`config.mk`:
```
export PLATFORM = sky130hd
export DESIGN_NAME = ps2_kbd_tx_flat
export DESIGN_NICKNAME = d
export VERILOG_FILES = /design/src/rtl/uk101_pkg.sv /design/src/rtl/ps2_kbd_tx_if.sv /design/src/rtl/sync_fifo.sv /design/src/rtl/ps2_kbd_tx.sv /design/src/flat_wrapper.sv
export SDC_FILE = /design/constraint.sdc
export NUM_CORES = 1
export LEC_CHECK = 0
export CAP_MARGIN = 15
export CORE_AREA = 2 2 98 118
export DETAILED_ROUTE_END_ITERATION = 12
export DIE_AREA = 0 0 100 120
export PLACE_DENSITY = 0.75
export SKIP_CTS_REPAIR_TIMING = 1
export SLEW_MARGIN = 40
export SYNTH_ARGS = -nofsm -noshare
export SYNTH_HDL_FRONTEND = slang
export SYNTH_SLANG_ARGS = --single-unit
```
`constraint.sdc`:
```
create_clock -name clk -period 5.35 [get_ports clk]
set_input_delay 1.3375 -clock clk [delete_from_list [all_inputs] [get_ports clk]]
set_output_delay 1.3375 -clock clk [all_outputs]
set_load 0.1 [all_outputs]
```
`src/rtl/uk101_pkg.sv`:
```
// Shared uk101 definitions: PS/2 frame layout, transmitter FSM states, frame builder.
package uk101_pkg;

  localparam int unsigned PS2_DATA_W     = 8;
  localparam int unsigned PS2_FRAME_BITS = 11;
  localparam int unsigned PS2_STOP_IDX   = 10;
  localparam int unsigned PS2_IDX_W      = 4;

  typedef enum logic [1:0] {
    IDLE,
    HIGH,
    LOW,
    INHIBIT
  } ps2_tx_state_t;

  // Frame payload, LSB (start bit) first on the wire.
  typedef struct packed {
    logic                  stop;
    logic                  parity;
    logic [PS2_DATA_W-1:0] data;
    logic                  start;
  } ps2_frame_t;

  // Build an 11-bit frame with odd parity.
  function automatic ps2_frame_t ps2_frame(input logic [PS2_DATA_W-1:0] data);
    ps2_frame_t f;
    f.start  = 1'b0;
    f.data   = data;
    f.parity = ~^data;
    f.stop   = 1'b1;
    return f;
  endfunction

endpackage

```
`src/rtl/ps2_kbd_tx_if.sv`:
```
// Byte-queue handshake into the PS/2 keyboard transmitter.
interface ps2_kbd_tx_if;
  import uk101_pkg::*;

  logic [PS2_DATA_W-1:0] tx_data;
  logic                  tx_valid;
  logic                  tx_ready;

  modport master (output tx_data, output tx_valid, input tx_ready);
  modport slave  (input tx_data, input tx_valid, output tx_ready);
endinterface

```
`src/rtl/sync_fifo.sv`:
```
// Single-clock FIFO with registered count/full and a registered head port.
// The head is read one cycle after it lands, so empty deasserts one cycle
// after the first push into an empty queue.
module sync_fifo #(
  parameter int unsigned WIDTH = 8,
  parameter int unsigned DEPTH = 8
) (
  input  logic                   clk,
  input  logic                   n_reset,
  input  logic                   push,
  input  logic [WIDTH-1:0]       push_data,
  input  logic                   pop,
  output logic [WIDTH-1:0]       head,
  output logic [$clog2(DEPTH):0] count,
  output logic                   full,
  output logic                   empty
);

  localparam int unsigned PTR_W = $clog2(DEPTH);
  localparam int unsigned CNT_W = PTR_W + 1;

  logic [WIDTH-1:0] mem [DEPTH];
  logic [PTR_W-1:0] wr_ptr_q;
  logic [PTR_W-1:0] rd_ptr_q;
  logic [CNT_W-1:0] count_q;
  logic [CNT_W-1:0] count_d;
  logic             full_q;
  logic             head_valid_q;
  logic [WIDTH-1:0] head_q;
  logic             push_ok_c;
  logic             pop_ok_c;

  assign push_ok_c = push && !full_q;
  assign pop_ok_c  = pop && (count_q != '0);

  // Occupancy after this cycle's push/pop.
  always_comb begin
    count_d = count_q;
    case ({push_ok_c, pop_ok_c})
      2'b10:   count_d = count_q + CNT_W'(1);
      2'b01:   count_d = count_q - CNT_W'(1);
      default: count_d = count_q;
    endcase
  end

  // Storage array; contents need no reset.
  always_ff @(posedge clk) begin
    if (push_ok_c) begin
      mem[wr_ptr_q] <= push_data;
    end
  end

  // Pointers, count, flags and registered head.
  always_ff @(posedge clk or negedge n_reset) begin
    if (!n_reset) begin
      wr_ptr_q     <= '0;
      rd_ptr_q     <= '0;
      count_q      <= '0;
      full_q       <= 1'b0;
      head_valid_q <= 1'b0;
      head_q       <= '0;
    end else begin
      if (push_ok_c) wr_ptr_q <= wr_ptr_q + PTR_W'(1);
      if (pop_ok_c)  rd_ptr_q <= rd_ptr_q + PTR_W'(1);
      count_q      <= count_d;
      full_q       <= (count_d == CNT_W'(DEPTH));
      head_q       <= mem[rd_ptr_q];
      head_valid_q <= (count_q != '0) && !pop_ok_c;
    end
  end

  assign head  = head_q;
  assign count = count_q;
  assign full  = full_q;
  assign empty = !head_valid_q;

endmodule

```
`src/rtl/ps2_kbd_tx.sv`:
```
// Device-side PS/2 keyboard serializer: queued bytes out as 11-bit frames,
// with host-inhibit abort and full-frame retransmission.
module ps2_kbd_tx
  import uk101_pkg::*;
#(
  parameter int unsigned PS2_HALF   = 2000,
  parameter int unsigned GAP        = 4000,
  parameter int unsigned FIFO_DEPTH = 8
) (
  input  logic                        clk,
  input  logic                        n_reset,
  ps2_kbd_tx_if.slave                 tx,
  input  logic                        ps2_clk_in,
  output logic                        ps2_clk_out,
  output logic                        ps2_data_out,
  output logic [$clog2(FIFO_DEPTH):0] fifo_count,
  output logic                        frame_done
);

  localparam int unsigned HALF_W = $clog2(PS2_HALF);
  localparam int unsigned GAP_W  = $clog2(GAP + 1);
  localparam logic [HALF_W-1:0]    HALF_LOAD = HALF_W'(PS2_HALF - 1);
  localparam logic [GAP_W-1:0]     GAP_LOAD  = GAP_W'(GAP);
  localparam logic [PS2_IDX_W-1:0] STOP_IDX  = PS2_IDX_W'(PS2_STOP_IDX);

  ps2_tx_state_t             state_q, state_d;
  logic [HALF_W-1:0]         half_q, half_d;
  logic [GAP_W-1:0]          gap_q, gap_d;
  logic [PS2_IDX_W-1:0]      idx_q, idx_d;
  logic [PS2_FRAME_BITS-1:0] frame_q, frame_d;
  logic                      clk_out_q, clk_out_d;
  logic                      data_out_q, data_out_d;
  logic                      done_q, done_d;
  logic                      clk_meta_q, clk_s;

  logic                      push_c;
  logic                      pop_c;
  logic [PS2_DATA_W-1:0]     fifo_head;
  logic                      fifo_full;
  logic                      fifo_empty;

  assign push_c      = tx.tx_valid && !fifo_full;
  assign tx.tx_ready = !fifo_full;

  sync_fifo #(
    .WIDTH (PS2_DATA_W),
    .DEPTH (FIFO_DEPTH)
  ) u_fifo (
    .clk       (clk),
    .n_reset   (n_reset),
    .push      (push_c),
    .push_data (tx.tx_data),
    .pop       (pop_c),
    .head      (fifo_head),
    .count     (fifo_count),
    .full      (fifo_full),
    .empty     (fifo_empty)
  );

  // Two-flop synchronizer for the sensed line clock; resets to released.
  always_ff @(posedge clk or negedge n_reset) begin
    if (!n_reset) begin
      clk_meta_q <= 1'b1;
      clk_s      <= 1'b1;
    end else begin
      clk_meta_q <= ps2_clk_in;
      clk_s      <= clk_meta_q;
    end
  end

  // State, counters and registered line drives.
  always_ff @(posedge clk or negedge n_reset) begin
    if (!n_reset) begin
      state_q    <= IDLE;
      half_q     <= '0;
      gap_q      <= '0;
      idx_q      <= '0;
      frame_q    <= '1;
      clk_out_q  <= 1'b1;
      data_out_q <= 1'b1;
      done_q     <= 1'b0;
    end else begin
      state_q    <= state_d;
      half_q     <= half_d;
      gap_q      <= gap_d;
      idx_q      <= idx_d;
      frame_q    <= frame_d;
      clk_out_q  <= clk_out_d;
      data_out_q <= data_out_d;
      done_q     <= done_d;
    end
  end

  // Next-state, counter and line-drive logic; data changes only on entry to HIGH.
  always_comb begin
    state_d    = state_q;
    half_d     = half_q;
    gap_d      = gap_q;
    idx_d      = idx_q;
    frame_d    = frame_q;
    clk_out_d  = clk_out_q;
    data_out_d = data_out_q;
    done_d     = 1'b0;
    pop_c      = 1'b0;

    case (state_q)
      IDLE: begin
        clk_out_d  = 1'b1;
        data_out_d = 1'b1;
        if (gap_q != '0) begin
          gap_d = gap_q - GAP_W'(1);
        end else if (!fifo_empty && clk_s) begin
          frame_d    = ps2_frame(fifo_head);
          idx_d      = '0;
          half_d     = HALF_LOAD;
          data_out_d = frame_d[0];
          state_d    = HIGH;
        end
      end

      HIGH: begin
        clk_out_d = 1'b1;
        if (!clk_s && (idx_q < STOP_IDX)) begin
          data_out_d = 1'b1;
          state_d    = INHIBIT;
        end else if (half_q == '0) begin
          clk_out_d = 1'b0;
          half_d    = HALF_LOAD;
          state_d   = LOW;
        end else begin
          half_d = half_q - HALF_W'(1);
        end
      end

      LOW: begin
        clk_out_d = 1'b0;
        if (half_q != '0) begin
          half_d = half_q - HALF_W'(1);
        end else if (idx_q == STOP_IDX) begin
          pop_c      = 1'b1;
          done_d     = 1'b1;
          clk_out_d  = 1'b1;
          data_out_d = 1'b1;
          gap_d      = GAP_LOAD;
          state_d    = IDLE;
        end else begin
          idx_d      = idx_q + PS2_IDX_W'(1);
          data_out_d = frame_q[idx_d];
          clk_out_d  = 1'b1;
          half_d     = HALF_LOAD;
          state_d    = HIGH;
        end
      end

      INHIBIT: begin
        clk_out_d  = 1'b1;
        data_out_d = 1'b1;
        if (clk_s) begin
          gap_d   = GAP_LOAD;
          state_d = IDLE;
        end
      end

      default: state_d = IDLE;
    endcase
  end

  assign ps2_clk_out  = clk_out_q;
  assign ps2_data_out = data_out_q;
  assign frame_done   = done_q;

endmodule

```
`src/flat_wrapper.sv`:
```
// flat-port wrapper written by rule: the top's interface ports become plain ports
module ps2_kbd_tx_flat import uk101_pkg::*;
#(
  parameter int unsigned PS2_HALF   = 2000,
  parameter int unsigned GAP        = 4000,
  parameter int unsigned FIFO_DEPTH = 8
)
  (clk, n_reset, ps2_clk_in, ps2_clk_out, ps2_data_out, fifo_count, frame_done, tx_tx_data, tx_tx_valid, tx_tx_ready);
  ps2_kbd_tx_if tx_i ();
  input  logic clk;
  input  logic n_reset;
  input  logic ps2_clk_in;
  output logic ps2_clk_out;
  output logic ps2_data_out;
  output logic [$clog2(FIFO_DEPTH):0] fifo_count;
  output logic frame_done;
  input wire logic [$bits(tx_i.tx_data)-1:0] tx_tx_data;
  input wire logic [$bits(tx_i.tx_valid)-1:0] tx_tx_valid;
  output wire logic [$bits(tx_i.tx_ready)-1:0] tx_tx_ready;
  assign tx_i.tx_data = tx_tx_data;
  assign tx_i.tx_valid = tx_tx_valid;
  assign tx_tx_ready = tx_i.tx_ready;
  ps2_kbd_tx #(.PS2_HALF(PS2_HALF), .GAP(GAP), .FIFO_DEPTH(FIFO_DEPTH)) u_core (.clk(clk), .n_reset(n_reset), .tx(tx_i), .ps2_clk_in(ps2_clk_in), .ps2_clk_out(ps2_clk_out), .ps2_data_out(ps2_data_out), .fifo_count(fifo_count), .frame_done(frame_done));
endmodule
```
==> results.py, run 1 <==
metrics = {
    "floorplan": {
        "rows": 42,
        "io_pins": 20,
        "die_y_um": 120,
        "die_area_um2": 12000,
        "core_area_um2": 10900,
        "fp.dieW_um": 100,
        "start_util_pct": 53.5,
    },
    "cts": {
        "cts_max_level": 4,
        "cts_tree": "done",
        "clk_latency_ns": 0.41,
        "cts_root_buf": "clkbuf_16",
        "cts-buffers-inserted": 17,
        "clk_path_buf_depth": 2,
        "path_clk_slew_ns": 0.06,
        "clkSinkCount": 128,
    },
    "sta": {
        "setup_viol": 0,
        "skew_ns": 0.00983,
        "rsz0062_at_grt": "false",
        "fmax_mhz": 278,
        "holdWs_ns": 0.349,
        "setup_tns_ns": 0,
        "drv_slew": 0,
        "relSlewSlack_pct": 49.7,
        "tightest_slew_ns": 0.753,
        "hold_viol_final": 0,
        "period_minus_slack_ns": 3.59,
        "finalCritPeriodShare_pct": 67.2,
    },
    "route": {
        "drtAntennaViolNets": 0,
        "viasPerCell": 5.89,
        "drt_pass1_iterations": 4,
        "routed_wl_mm": 10.8,
        "dr.first_iter.drc_count": 202,
        "routed-via-count": 3546,
        "wl_per_cell_um": 17.9,
        "drc": 0,
    },
    "setup_path": {
        "start_kind": "input port",
        "crit_start": "tx_tx_valid",
        "cp-end-kind": "flip-flop",
        "crit_arrival_ns": 3.91,
        "critical_path_class": "in2reg",
        "r2r_end": "u_core.u_fifo.full$_DFF_PN0_",
        "rrSetupSlack_ns": 2.05,
        "cp.required_ns": 5.66,
        "rr_worst_depth": 11,
        "r2r_start": "u_core.half_q[1]$_DFFE_PN0P_",
        "crit_fanout": 8,
        "endpoint": "u_core.u_fifo.full$_DFF_PN0_",
    },
    "yosys": {
        "synth.distinct_cells": 58,
        "synth_cells": 437,
        "synth_flop_cell": "edfxtp_1",
        "synthesis.nets": 463,
        "synth-edff-count": 64,
        "synth.avg_cell_area_um2": 13.4,
        "yosys_warnings": 0,
        "syn_area_um2": 5850,
        "ys_async_sr_fraction_pct": 50.0,
        "ys_ff_latch": 128,
        "seq_area_frac_synth_pct": 60.5,
    },
    "grt": {
        "met3_usage_pct": 4.43,
        "groute.usage.overall_pct": 20.0,
        "grt_max_degree": 48,
        "grt_pass1_vias": 3634,
        "antenna_found_initial": 0,
        "met2_usage_pct": 33.4,
        "grt_pass1_wl_mm": 18.3,
        "overflow": 0,
        "grt_use_met1_pct": 25.0,
        "busiest_layer": "met2",
    },
    "final_layout": {
        "antenna_cells": 0,
        "final_nets": 483,
        "area_growth_pct": 13.8,
        "n_fill_cell": 843,
        "drive_gt1_share_pct": 22.8,
    },
    "power_and_ir_drop": {
        "ir_drop_v": 0.000231,
        "p_leak_nw": 2.51,
        "p_per_area_nw_per_um2": 545,
    },
    "placed_design": {
        "post-dp-hpwl_mm": 7.31,
        "io_buffers": 19,
        "gp_congestion": 0.799,
    },
    "flow_run": {
        "maxCapViolations": 0,
    },
    "min_path": {
        "hold_depth": 0,
        "hp-class": "reg2reg",
        "min-delay-start": "u_core.clk_meta_q$_DFF_PN1_",
    },
    "run_status": {
        "status": "finished, final reports clean",
    },
}
==> layer usage <==
layer	wire (um)	vias up
met2	5670	75
met1	4590	1773
met5	0	-
met3	286	15
li1	-	1683
met4	204	0
==> placed cells by master (no fill, tap or decap), drive strengths merged, types with 10 or more instances in the layout <==
| cell | count |
|---|---|
| nor3 | 12 |
| o21ai | 23 |
| a21oi | 21 |
| clkdlybuf4s50 | 10 |
| mux4 | 18 |
| inv | 32 |
| buf | 10 |
| nor2 | 27 |
| nand2 | 20 |
| dfrtp | 50 |
| ha | 14 |
| clkbuf | 17 |
| dfstp | 14 |
| mux2 | 20 |
| edfxtp | 64 |
==> power breakdown <==
| part | leakage (nW) | total (mW) | switching [mW] | internal [mW] |
|---|---|---|---|---|
| Combinational | 0.917 | 1.14 | 0.748 | 0.397 |
| Sequential | 1.33 | 1.43 | 0.171 | 1.26 |
| Clock | 0.267 | 1.06 | 0.451 | 0.604 |
==> synth_stat cells (7+ instances only) <==
cell type  instances  area share (%)
nand3_1            9            0.77
ha_1              14             3.0
dfstp_2           14             6.3
o21ai_0           21             1.8
xnor2_1            9             1.3
a21oi_1           21             1.8
nand2b_1           7            0.75
nor2_1            27             1.7
dfrtp_1           50              21
clkbuf_1          13            0.83
nand2_1           20             1.3
mux4_2            18             6.9
inv_1             23             1.5
o31ai_1            8             1.0
edfxtp_1          64              33
nor3_1            12             1.0
mux2_2            20             3.8
xor2_1             8             1.2
==> kinds of logic (layout without fill, tap and decap cells) <==
logic type | Yosys count | after routing | share of synthesized area, %
DFF | 128 | 128 | 60.5
AOI/OAI and AO/OA | 79 | 79 | 8.85
buffers and inverters | 42 | 75 | 2.72
xor gates and xnor gates | 18 | 18 | 2.93
and+or+nand+nor | 114 | 114 | 10.5
adders and majority gates | 14 | 14 | 2.99
muxes | 42 | 42 | 11.5
==> worst min-delay path by stage <==
stage	to
after floorplan	u_core.clk_s$_DFF_PN1_
after global placement	u_core.clk_s$_DFF_PN1_
after detailed placement	u_core.clk_s$_DFF_PN1_
after CTS	u_core.clk_s$_DFF_PN1_
after global routing	u_core.clk_s$_DFF_PN1_
final	u_core.clk_s$_DFF_PN1_
==> through the flow <==
| stage | instances | power, mW | area, um2 | setup WS [ns] | util, % |
|---|---|---|---|---|---|
| 5_1_grt | 602 | 3.85 | 6660 | 1.60 | 60.9 |
| 3_5_place_dp | 570 | 2.58 | 6110 | 1.35 | 55.9 |
| 2_1_floorplan | 437 | 2.32 | 5850 | 1.99 | - |
| 4_1_cts | 602 | 3.66 | 6660 | 1.75 | 60.9 |
| 3_3_place_gp | 570 | 2.56 | 6140 | 1.43 | 56.1 |
| 6_report | 602 | 3.63 | 6660 | 1.76 | 60.9 |
==> flip-flops by register name, summed over array words and instances (netlist names) <==
name,flops
u_core.frame_done,1
u_core.u_fifo.full,1
u_core.gap_q,12
u_core.u_fifo.head_valid_q,1
u_core.u_fifo.count,4
u_core.ps2_clk_out,1
u_core.state_q,2
u_core.u_fifo.rd_ptr_q,3
u_core.frame_q,10
u_core.idx_q,4
u_core.u_fifo.head,8
u_core.half_q,11
u_core.u_fifo.wr_ptr_q,3
u_core.u_fifo.mem,64
u_core.clk_meta_q,1
u_core.ps2_data_out,1
u_core.clk_s,1
==> critical path, stage by stage <==
cell and delay, ns:
clkdlybuf4s50_1 0.45, nor2b_1 0.61, nor4b_2 0.21, xor2_1 0.19, ha_1 0.21, a21oi_1 0.20, xnor3_1 0.24, o31a_1 0.24
a211oi_1 0.22
==> area by class of cell <==
cell class	instances	area (um2)	area share, %
tap	132	165	2.48
timing repair buffer	20	153	2.29
multi-input combinational	267	2170	32.5
inverter	23	86.3	1.30
clock inverter	15	121	1.82
clock buffer	17	425	6.39
sequential	128	3540	53.2
Note: power is estimated with default switching activity, not from simulation.
==> run 2: changes to the inputs <==
==> constraint.sdc (replaced) <==
create_clock -name clk -period 3.6 [get_ports clk]
set_input_delay 0.9 -clock clk [delete_from_list [all_inputs] [get_ports clk]]
set_output_delay 0.9 -clock clk [all_outputs]
set_load 0.1 [all_outputs]
==> run 2 against run 1 <==
Against the previous run:
- critical path type is now reg2reg
- via count rose by 3.4%
- critical path depth shrank 1
- sequential share of layout area decreased by 1.0 points
- first-iteration DRC count down 20%
- combinational power rose by 57%
- sequential cell count is the same
- final area is 2.0% higher
- critical endpoint is now u_core.half_q[5]$_DFFE_PN0P_
- worst hold slack improved by 0.013 ns
- utilization rose by 1.2 points
- total power is 52% higher
- global-route usage is 0.050 points higher
- sequential power is 48% higher
==> results.py, run 2 (same netlist as run 1, synthesis figures left out) <==
metrics = {
    "cts": {
        "cts-buffers-inserted": 17,
        "clkSinkCount": 128,
        "cts_tree": "done",
        "cts_max_level": 4,
        "path_clk_slew_ns": 0.06,
        "cts_root_buf": "clkbuf_16",
        "clk_path_buf_depth": 2,
        "clk_latency_ns": 0.41,
    },
    "floorplan": {
        "io_pins": 20,
        "fp.dieW_um": 100,
        "rows": 42,
        "die_y_um": 120,
        "core_area_um2": 10900,
        "die_area_um2": 12000,
        "start_util_pct": 53.5,
    },
    "setup_path": {
        "cp-end-kind": "flip-flop",
        "cp.required_ns": 3.91,
        "start_kind": "flip-flop",
        "crit_fanout": 13,
        "crit_arrival_ns": 3.50,
        "critical_path_class": "reg2reg",
    },
    "power_and_ir_drop": {
        "ir_drop_v": 0.000430,
        "combinationalPowerShare_pct": 32.4,
        "seqPwrFrac_pct": 38.3,
        "p_per_area_nw_per_um2": 811,
        "p_sw_mw": 2.08,
        "p_leak_nw": 2.60,
        "internal_power_mw": 3.43,
        "p_clk_share_pct": 29.3,
        "swShare_pct": 37.7,
    },
    "final_layout": {
        "seq_area_um2": 3540,
        "n_fill_cell": 805,
        "final_nets": 498,
        "drive_gt1_share_pct": 24.7,
        "final_common_cell": "edfxtp_1",
        "largest_registers": "u_core.u_fifo.mem: 64 flops, u_core.gap_q: 12 flops, u_core.half_q: 11 flops",
        "top_register": "u_core.u_fifo.mem",
        "area_growth_pct": 16.0,
        "largest_reg_flops": 64,
        "antenna_cells": 0,
        "stdcell_area_um2": 6790,
        "most-common-layout-cells": "64 x edfxtp_1, 48 x dfrtp_1, 27 x nor2_1",
        "multi_input_area_um2": 2150,
        "layout.cells.non_filler": 617,
    },
    "grt": {
        "overflow": 0,
        "grt_pass1_vias": 3776,
        "grt_max_degree": 44,
        "antenna_found_initial": 0,
        "groute.usage.overall_pct": 20.0,
        "grt_pass1_wl_mm": 18.4,
    },
    "route": {
        "drtAntennaViolNets": 0,
        "routed_wl_mm": 10.9,
        "routed-via-count": 3665,
        "wl_per_cell_um": 17.6,
        "drt_pass1_iterations": 4,
        "dr.first_iter.drc_count": 162,
        "drc": 0,
        "viasPerCell": 5.94,
    },
    "sta": {
        "skew_ns": 0.00994,
        "fmax_mhz": 314,
        "relSlewSlack_pct": 49.1,
        "tightest_slew_ns": 0.761,
        "setup_viol": 0,
        "finalCritPeriodShare_pct": 88.6,
        "setup_tns_ns": 0,
        "period_minus_slack_ns": 3.19,
        "rsz0062_at_grt": "false",
        "drv_slew": 0,
        "hold_viol_final": 0,
        "setup_slack_ns": 0.411,
    },
    "placed_design": {
        "pre_cts_slack_ns": 0.416,
        "gp_congestion": 0.850,
        "placed_cells": 585,
        "placed_cell_area_um2": 6230,
        "post-dp-hpwl_mm": 7.14,
        "io_buffers": 19,
    },
    "flow_run": {
        "maxCapViolations": 0,
    },
    "min_path": {
        "hp-class": "reg2reg",
    },
    "run_status": {
        "status": "finished, final reports clean",
    },
}
-- run 2: changes by cell type in the layout (fill, tap and decap cells not counted), moves of 2 or more --
cell / delta
buf_4: +22
buf_2: -7
inv_8: +4
nor3_1: +2
nor3_2: -2
inv_6: -2
-- run 2: cell type report --
type / count / share of cell area [%]
multi-input combinational: 267 / 31.7
inverter: 23 / 1.27
clock inverter: 15 / 1.99
sequential: 128 / 52.2
timing repair buffer: 35 / 4.16
clock buffer: 17 / 6.26
tap: 132 / 2.43
-- run 2: power by group through the flow --
stage / clock, mW / combinational [mW] / sequential, mW
floorplan: 0 / 1.14 / 2.31
global placement: 0 / 1.71 / 2.11
detailed placement: 0 / 1.77 / 2.13
CTS: 1.64 / 1.78 / 2.11
global route: 1.71 / 1.98 / 2.16
finish: 1.61 / 1.79 / 2.11
-- run 2: path summary, 6_finish.rpt --
path / to / from / slack [ns] / cells after the start
hold reg to reg: u_core.clk_s$_DFF_PN1_ / u_core.clk_meta_q$_DFF_PN1_ / 0.36 / 0
max in group asynchronous: u_core.u_fifo.rd_ptr_q[0]$_DFFE_PN0P_ / n_reset / 2.23 / 2
setup / recovery: u_core.half_q[5]$_DFFE_PN0P_ / u_core.gap_q[0]$_DFFE_PN0P_ / 0.41 / 8
min in group asynchronous: u_core.half_q[7]$_DFFE_PN0P_ / n_reset / 0.44 / 1
setup reg to reg: u_core.half_q[5]$_DFFE_PN0P_ / u_core.gap_q[0]$_DFFE_PN0P_ / 0.41 / 8
hold / removal: u_core.clk_s$_DFF_PN1_ / u_core.clk_meta_q$_DFF_PN1_ / 0.36 / 0
-- run 2: through the flow --
stage	power [mW]	utilization, %	hold WS (ns)
floorplan	3.44	-	0.345
global placement	3.82	57.0	0.358
detailed placement	3.90	57.0	0.356
CTS	5.53	62.1	0.362
global route	5.84	62.1	0.361
finish	5.51	62.1	0.362
-- run 2: layer usage --
metal  GRT usage, %  up-vias  part of all wire (%)
li1               -     1702                     -
met1           24.0     1856                    41
met2           34.1       85                    53
met3           4.78       22                   3.3
met4           9.25        0                   2.4
met5              0        -                     0
-- run 2: worst max-delay path, cell delays in order (launching register included) --
cell	delay, ns
dfrtp_1	0.40
inv_1	0.06
ha_1	0.18
or3b_1	0.40
or3_1	0.44
or4_4	0.66
a21bo_1	0.35
or3_1	0.40
o41ai_2	0.20
